`config.mk`:
```
export PLATFORM = sky130hd
export DESIGN_NAME = m_rf_scoreboard
export DESIGN_NICKNAME = d
export VERILOG_FILES = /design/src/rtl/m_rf_scoreboard.sv
export SDC_FILE = /design/constraint.sdc
export NUM_CORES = 2
export LEC_CHECK = 0
export BUFFER_PORTS_ARGS = -buffer_cell sky130_fd_sc_hd__buf_2
export CAP_MARGIN = 20
export CORE_UTILIZATION = 48
export DETAILED_ROUTE_END_ITERATION = 16
export RECOVER_POWER = 25
export SETUP_SLACK_MARGIN = 0.2
export SYNTH_ARGS = -nofsm -noshare
export SYNTH_HDL_FRONTEND = slang
export SYNTH_SLANG_ARGS = --single-unit
```
`constraint.sdc`:
```
create_clock -name w_clk -period 3.8 [get_ports w_clk]
set_clock_uncertainty 0.15 [all_clocks]
set_input_delay 0.38 -clock w_clk [delete_from_list [all_inputs] [get_ports w_clk]]
set_output_delay 0.38 -clock w_clk [all_outputs]
set_load 0.05 [all_outputs]
```
`src/rtl/m_rf_scoreboard.sv`:
```
// ---------------------------------------------------------------------------
// m_rf_scoreboard
// Multi-port integer register file for the dual-issue pipeline: NR
// combinational read ports with same-cycle write bypass, two synchronous
// write ports (port 1 is the younger instruction and wins conflicts), a
// per-register busy scoreboard, a sticky halt flag and a retired-write counter.
//
// Ports
//   w_clk            clock, all state updates on the rising edge
//   w_rst_n          asynchronous active-low reset
//   w_ra   [NR*AW]   read addresses, port i at [i*AW +: AW]
//   w_rd   [NR*XLEN] read data, port i at [i*XLEN +: XLEN]
//   w_rbusy[NR]      operand of read port i not yet produced
//   w_we0/1, w_wa0/1, w_wd0/1   writeback ports
//   w_rsv, w_rsv_a   decode reservation of a destination register
//   w_halt           sticky flag, set by any write to HALT_REG
//   w_wcnt [32]      number of retired register writes (wraps)
//
// WCNT_RST is the reset value of the write counter. It is 0 in the
// pipeline; a nonzero value lets a short run exercise counter wrap.
// ---------------------------------------------------------------------------
module m_rf_scoreboard #(
    parameter int          XLEN     = 32,
    parameter int          NREG     = 32,
    parameter int          AW       = 5,
    parameter int          NR       = 4,
    parameter int          HALT_REG = 30,
    parameter logic [31:0] WCNT_RST = 32'd0
) (
    input  logic                 w_clk,
    input  logic                 w_rst_n,
    input  logic [NR*AW-1:0]     w_ra,
    output logic [NR*XLEN-1:0]   w_rd,
    output logic [NR-1:0]        w_rbusy,
    input  logic                 w_we0,
    input  logic                 w_we1,
    input  logic [AW-1:0]        w_wa0,
    input  logic [AW-1:0]        w_wa1,
    input  logic [XLEN-1:0]      w_wd0,
    input  logic [XLEN-1:0]      w_wd1,
    input  logic                 w_rsv,
    input  logic [AW-1:0]        w_rsv_a,
    output logic                 w_halt,
    output logic [31:0]          w_wcnt
);

    localparam logic [AW-1:0] HALT_A = AW'(HALT_REG);

    logic [XLEN-1:0] regs_q [NREG];
    logic [XLEN-1:0] regs_d [NREG];
    logic [NREG-1:0] busy_q;
    logic [NREG-1:0] busy_d;
    logic            halt_q;
    logic            halt_d;
    logic [31:0]     wcnt_q;
    logic [31:0]     wcnt_d;

    // Writes that actually retire (address 0 is discarded).
    logic wr0_s;
    logic wr1_s;
    assign wr0_s = w_we0 && (w_wa0 != '0);
    assign wr1_s = w_we1 && (w_wa1 != '0);

    // Next state of array, scoreboard, halt flag and write counter.
    always_comb begin
        regs_d = regs_q;
        busy_d = busy_q;
        busy_d[0] = 1'b0;
        for (int r = 1; r < NREG; r++) begin
            // Port 0 first so that port 1 overrides on an address clash.
            if (wr0_s && (w_wa0 == AW'(r))) begin
                regs_d[r] = w_wd0;
            end else begin
                regs_d[r] = regs_q[r];
            end
            if (wr1_s && (w_wa1 == AW'(r))) begin
                regs_d[r] = w_wd1;
            end else begin
                regs_d[r] = regs_d[r];
            end
            // A reserve wins over a clear: a new producer is now in flight.
            if (w_rsv && (w_rsv_a == AW'(r))) begin
                busy_d[r] = 1'b1;
            end else if ((wr0_s && (w_wa0 == AW'(r))) || (wr1_s && (w_wa1 == AW'(r)))) begin
                busy_d[r] = 1'b0;
            end else begin
                busy_d[r] = busy_q[r];
            end
        end
        halt_d = halt_q
               | (w_we0 && (w_wa0 == HALT_A))
               | (w_we1 && (w_wa1 == HALT_A));
        wcnt_d = wcnt_q + 32'(wr0_s) + 32'(wr1_s);
    end

    // State registers with asynchronous clear.
    always_ff @(posedge w_clk or negedge w_rst_n) begin
        if (!w_rst_n) begin
            for (int r = 0; r < NREG; r++) begin
                regs_q[r] <= '0;
            end
            busy_q <= '0;
            halt_q <= 1'b0;
            wcnt_q <= WCNT_RST;
        end else begin
            for (int r = 0; r < NREG; r++) begin
                regs_q[r] <= regs_d[r];
            end
            busy_q <= busy_d;
            halt_q <= halt_d;
            wcnt_q <= wcnt_d;
        end
    end

    // Read ports: zero register, then younger bypass, older bypass, array.
    // Outputs are forced to zero while reset is held so that a bypassed
    // write presented during reset never leaks out.
    always_comb begin
        w_rd    = '0;
        w_rbusy = '0;
        for (int i = 0; i < NR; i++) begin
            logic [AW-1:0] ra_s;
            logic          hit0_s;
            logic          hit1_s;
            ra_s   = w_ra[i*AW +: AW];
            hit0_s = w_we0 && (w_wa0 == ra_s);
            hit1_s = w_we1 && (w_wa1 == ra_s);
            if (!w_rst_n || (ra_s == '0)) begin
                w_rd[i*XLEN +: XLEN] = '0;
                w_rbusy[i]           = 1'b0;
            end else begin
                if (hit1_s) begin
                    w_rd[i*XLEN +: XLEN] = w_wd1;
                end else if (hit0_s) begin
                    w_rd[i*XLEN +: XLEN] = w_wd0;
                end else begin
                    w_rd[i*XLEN +: XLEN] = regs_q[ra_s];
                end
                // Bypassed data counts as valid.
                w_rbusy[i] = busy_q[ra_s] && !(hit0_s || hit1_s);
            end
        end
    end

    assign w_halt = halt_q;
    assign w_wcnt = wcnt_q;

endmodule

```
Yosys cells after proc, flatten, opt, wreduce, memory -nomap -nowiden
Index checks and enable logic that the tools add are counted.
W data, S select, Z words.
- input port bits: 104
- logic and storage cells: 562
- output and inout bits: 165
- register bits after elaboration: 1056
- equality and inequality tests: 101
- mux-type cells: 160
- add/sub/neg operators: 2
- bitwise operators: 6
- magnitude comparators: 8
- reductions and logical operators: 221
- operators by type and width (cell ; count):
    $mux W32 ; 82
    $bmux W32 S5 ; 4
    $eq A5 B5 Y1 const B ; 48
    $reduce_bool A2 Y1 ; 62
    $eq A5 B4 Y1 const B ; 24
    $logic_and A1 B1 Y1 ; 109
    $mux W1 ; 70
    $add A32 B1 Y32 ; 2
    $eq A5 B3 Y1 const B ; 12
    $eq A5 B5 Y1 ; 8
    $logic_or A1 B1 Y1 ; 39
    $eq A5 B2 Y1 const B ; 6
    $ge A6 B6 Y1 const B ; 4
    $lt A5 B6 Y1 const B ; 4
    $not A5 Y6 ; 4
    $bmux W1 S5 ; 4
    $logic_not A5 Y1 ; 4
    $eq A5 B1 Y1 const B ; 3
    $reduce_bool A5 Y1 ; 2
    $logic_not A1 Y1 ; 5
    $or A1 B1 Y1 ; 2

Longest topological paths before layout
- word-level depth: 7
- gate-level depth with buffers: 12
- depth with buffers taken out: 10

Worst setup path after synthesis
Ideal clock, no wire load.
- path kind: in2out
- start: in w_wa0[4]
- end: out w_rd[126]
- arrival: 2.876 ns
- required time: 3.270 ns
- path slack: 0.394 ns
- buffers on the path: 2
- stages: 7
- path through: buf_2 > xor2_1 > nor4_1 > and3_1 > clkbuf_1 > a2111oi_0 > o31ai_1
- word-level cells in the longest chain between the ends: 5
- ends and longest elaborated chain (element ; line ; source):
    start, declared ; 37 ; input logic [AW-1:0] w_wa0,
    $eq A5 B5 Y1 ; 126 ; hit0_s = w_we0 && (w_wa0 == ra_s);
    $logic_and A1 B1 Y1 ; 126 ;
    $mux W32 ; 134 ; end else if (hit0_s) begin
    $mux W32 ; 132 ; if (hit1_s) begin
    $mux W32 ; 128 ; if (!w_rst_n || (ra_s == '0)) begin
    end, declared ; 33 ; output logic [NR*XLEN-1:0] w_rd,
Every way passes these cells.

Worst setup path in the final report
- start: in w_we0
- end: reg regs_q[807] in the netlist's numbering
- word-level cells in the longest chain between the ends: 3
- ends and longest elaborated chain (element ; line ; source):
    start, declared ; 35 ; input logic w_we0,
    $logic_and A1 B1 Y1 ; 61 ; assign wr0_s = w_we0 && (w_wa0 != '0);
    $logic_and A1 B1 Y1 ; 71 ; if (wr0_s && (w_wa0 == AW'(r))) begin
    $reduce_bool A2 Y1 (no line) ; -- ;
    end signal, assigned by index ; 107 ; regs_q[r] <= regs_d[r];
    end, declared ; 49 ; logic [XLEN-1:0] regs_q [NREG];
Every way passes these cells.
A chain may end at the register's enable or synchronous reset.

==> results by group <==
Synth
  – Synth Cell Area: 85430 um^2
  – Sequential fraction of the synthesis area: 30.93%
  – Ys flop type: dfrtp_1
  – Mapped Nets: 8609
  – Synth Instances: 8503
  – Async set-reset flop share out of synthesis: 100.0%
  – Number of synthesized flops with an enable pin: 0
  – Yosys top cell area share: 30.93%
  – Synth Warn #: 0
  – Synth top area cells: dfrtp_1 31%, mux2i_1 19%, mux4_2 19%, a21oi_1 4.3%, nor2_1 3.6%
  – Cell taking the most area after synthesis: dfrtp_1
  – Flops & latches, synth: 1056
  – Avg Inst Size Synth: 10.05 um^2
  – Top cells by count, synth: 1629 x mux2i_1, 1056 x dfrtp_1, 830 x nor2_1
  – Yosys cell types: 66
  – Most common cell in the netlist: mux2i_1

Setup path
  – WS Path Type: input pin to flip-flop
  – Worst r2r path cells: 8
  – Critical Path Source: w_we0
  – Reg-to-reg slack, setup: 1.42 ns
  – CP required: 4.32 ns
  – RR Startpoint: w_wcnt[0]
  – Worst-path maximum fanout: 20
  – Crit path arrival time: 4.22 ns
  – Startpoint class of the critical path: input pin
  – Reg2Reg Capture Point: w_wcnt[29]
  – Critical Path Sink Type: flip-flop

Run status
  – Failing checks: DRC, capacitance limit, slew limit
  – Status: complete, but fails checks

STA
  – Rel. slew slack: -50.69%
  – Setup Viol. Count Final: 0
  – Fin crit share: 97.40%
  – Final Hold Vio Count: 0
  – Final setup margin: 0.09882 ns
  – Fin crit period: 3.701 ns
  – Setup TNS Final: 0 ns
  – Unrepaired setup endpoints after global routing: yes
  – Slew Viols, Final: 388
  – Fmax: 270.2 MHz
  – Worst slew pin tran: 2.260 ns

Min path
  – Worst min path class: input pin to flip-flop
  – Worst Hold Depth: 3
  – Min-delay src: w_wd1[4]
  – End point of the worst hold path: regs_q[932]

Power and ir drop
  – PD cells: 500.0 nW/um^2
  – Leak: 41.75 nW
  – Peak VDD IR: 0.4231 mV

Detailed routing
  – Routed wire per std cell: 38.17 um
  – Post-route ant nets: 0
  – Via/cell ratio: 7.402
  – DRT Pass-1 Iters: 16
  – Via count: 80.59k
  – Routed WL: 415.6 mm
  – Drt first-iter violations: 13.88k
  – DRC viols: 14

Placement
  – Placed inst area: 92980 um^2
  – Place WS: 0.07168 ns
  – Cell count after placement: 10.56k
  – I/O Buffers: 268
  – Gpl congestion: 1.010
  – Post-detail-place hpwl: 262.0 mm

CTS
  – Maximum root-to-sink buffer count: 3
  – Clock buffer count from CTS: 134
  – Clock transition at path regs: 0.06 ns
  – CTS tree: yes
  – Clk_lat worst skew: 0.82 ns
  – Root Buffer: clkbuf_16
  – Htree depth: 4
  – CTS Sinks: 1056

Global routing
  – First-pass GRT wire length: 580.7 mm
  – Grt ovf: 0
  – Number of global-route vias before repair: 75.99k
  – Antenna violations before repair: 16
  – Largest net degree at the start of global routing: 157
  – Total GRT Usage: 45.28%

Floorplan
  – Row Count: 154
  – Core Area: 176500 um^2
  – Die X: 423.9 um
  – Initial core utilization: 48.40%
  – Die ar.: 179700 um^2
  – IO Pins: 269
  – Die span in y: 423.9 um

Cells and area
  – Synth-to-layout area growth: 15.08%
  – FILL cells: 15.34k
  – Final core utilization: 55.71%
  – Final Non-Filler Cells: 10.89k
  – Post-Layout Inst Area: 98320 um^2
  – Layout cell share with drive strength beyond 1: 23.58%
  – Final Net Count: 8532

Job
  – Max cap viols: 15
==> power by group <==
group | switching, mW | internal [mW] | total (mW) | leakage, nW
registers | 4.29 | 14.2 | 18.5 | 12.8
clock network | 5.64 | 8.00 | 13.6 | 2.24
logic | 8.24 | 8.78 | 17.0 | 26.7
total | 18.2 | 31.0 | 49.2 | 41.8
==> cell usage in the layout, fill, tap and decap left out, types with 150 or more instances in the layout <==
cell type / Yosys / final
a21oi_1: 742 / 741
buf_12: 0 / 232
buf_2: 317 / 150
buf_4: 59 / 383
dfrtp_1: 1056 / 1055
mux2i_1: 1629 / 1625
mux4_2: 705 / 705
nand2_1: 696 / 669
nor2_1: 830 / 798
o21ai_0: 544 / 545
==> layer usage <==
layer / global-route usage [%] / vias to the layer above / wire length (um)
li1: - / 31820 / -
met2: 63.77 / 7220 / 172200
met4: 33.45 / 2 / 37160
met3: 16.01 / 1980 / 59370
met5: 0.3495 / - / 89
met1: 57.09 / 39570 / 146800
==> per-stage QoR <==
stage | hold WS (ns) | power [mW]
floorplan | -0.06559 | 28.81
global placement | 0.09308 | 34.20
detailed placement | 0.09311 | 34.71
CTS | 0.006331 | 48.39
global route | 0.05086 | 50.82
finish | 0.02953 | 49.16
==> worst max path at each step <==
stage / end / slack [ns] / cells past startpoint
6_report: regs_q[807] / 0.1 / 8
5_1_grt: regs_q[977] / 0.08 / 8
4_1_cts: w_rd[97] / 0.06 / 8
3_5_place_dp: w_rd[108] / 0.07 / 10
3_3_place_gp: w_rd[34] / 0.03 / 10
2_1_floorplan: w_rd[126] / 0.39 / 7
==> registers in the layout, summed over array words and instances, names as in the netlist <==
signal	count
w_halt	1
busy_q	31
w_wcnt	32
regs_q	992
==> worst max-delay path, stage by stage <==
cell      delay (ns)
clkbuf_1        0.92
nand2b_1        0.40
nor3b_1         0.29
buf_4           0.22
nand2_1         1.03
buf_12          0.60
mux2i_1         0.19
o21ai_0         0.09
==> area by class of cell <==
class                           instances  area (um^2)  share of cell area [%]
Inverter                               19        71.32                 0.07254
Multi-Input combinational cell       6351        55090                   56.03
Antenna cell                           18        45.04                 0.04581
Sequential cell                      1056        26430                   26.88
Clock buffer                          195         3966                   4.034
Timing Repair Buffer                  864         9209                   9.366
Tap cell                             2340         2928                   2.978
Clock inverter                         44        580.6                  0.5905
==> kinds of logic after synthesis <==
kind of cell             synth area share [%]
adder cells (fa/ha/maj)               0.03808
AND/OR/NAND/NOR                         8.588
multiplexers                            39.50
AO/OA/AOI/OAI                           14.52
XOR/XNOR                               0.7176
buffers and inverters                   5.699
flip-flops                              30.93
==> timing repair <==
item                                    in CTS  in global routing
endpoints found under the hold margin      776                  0
endpoints found under the setup margin      27                 29
pin swaps                                    9                 10
gates resized for setup                     36                 49
buffers inserted                             6                  0
hold buffers                                60                  0
Power figures use the tool's default switching activity.
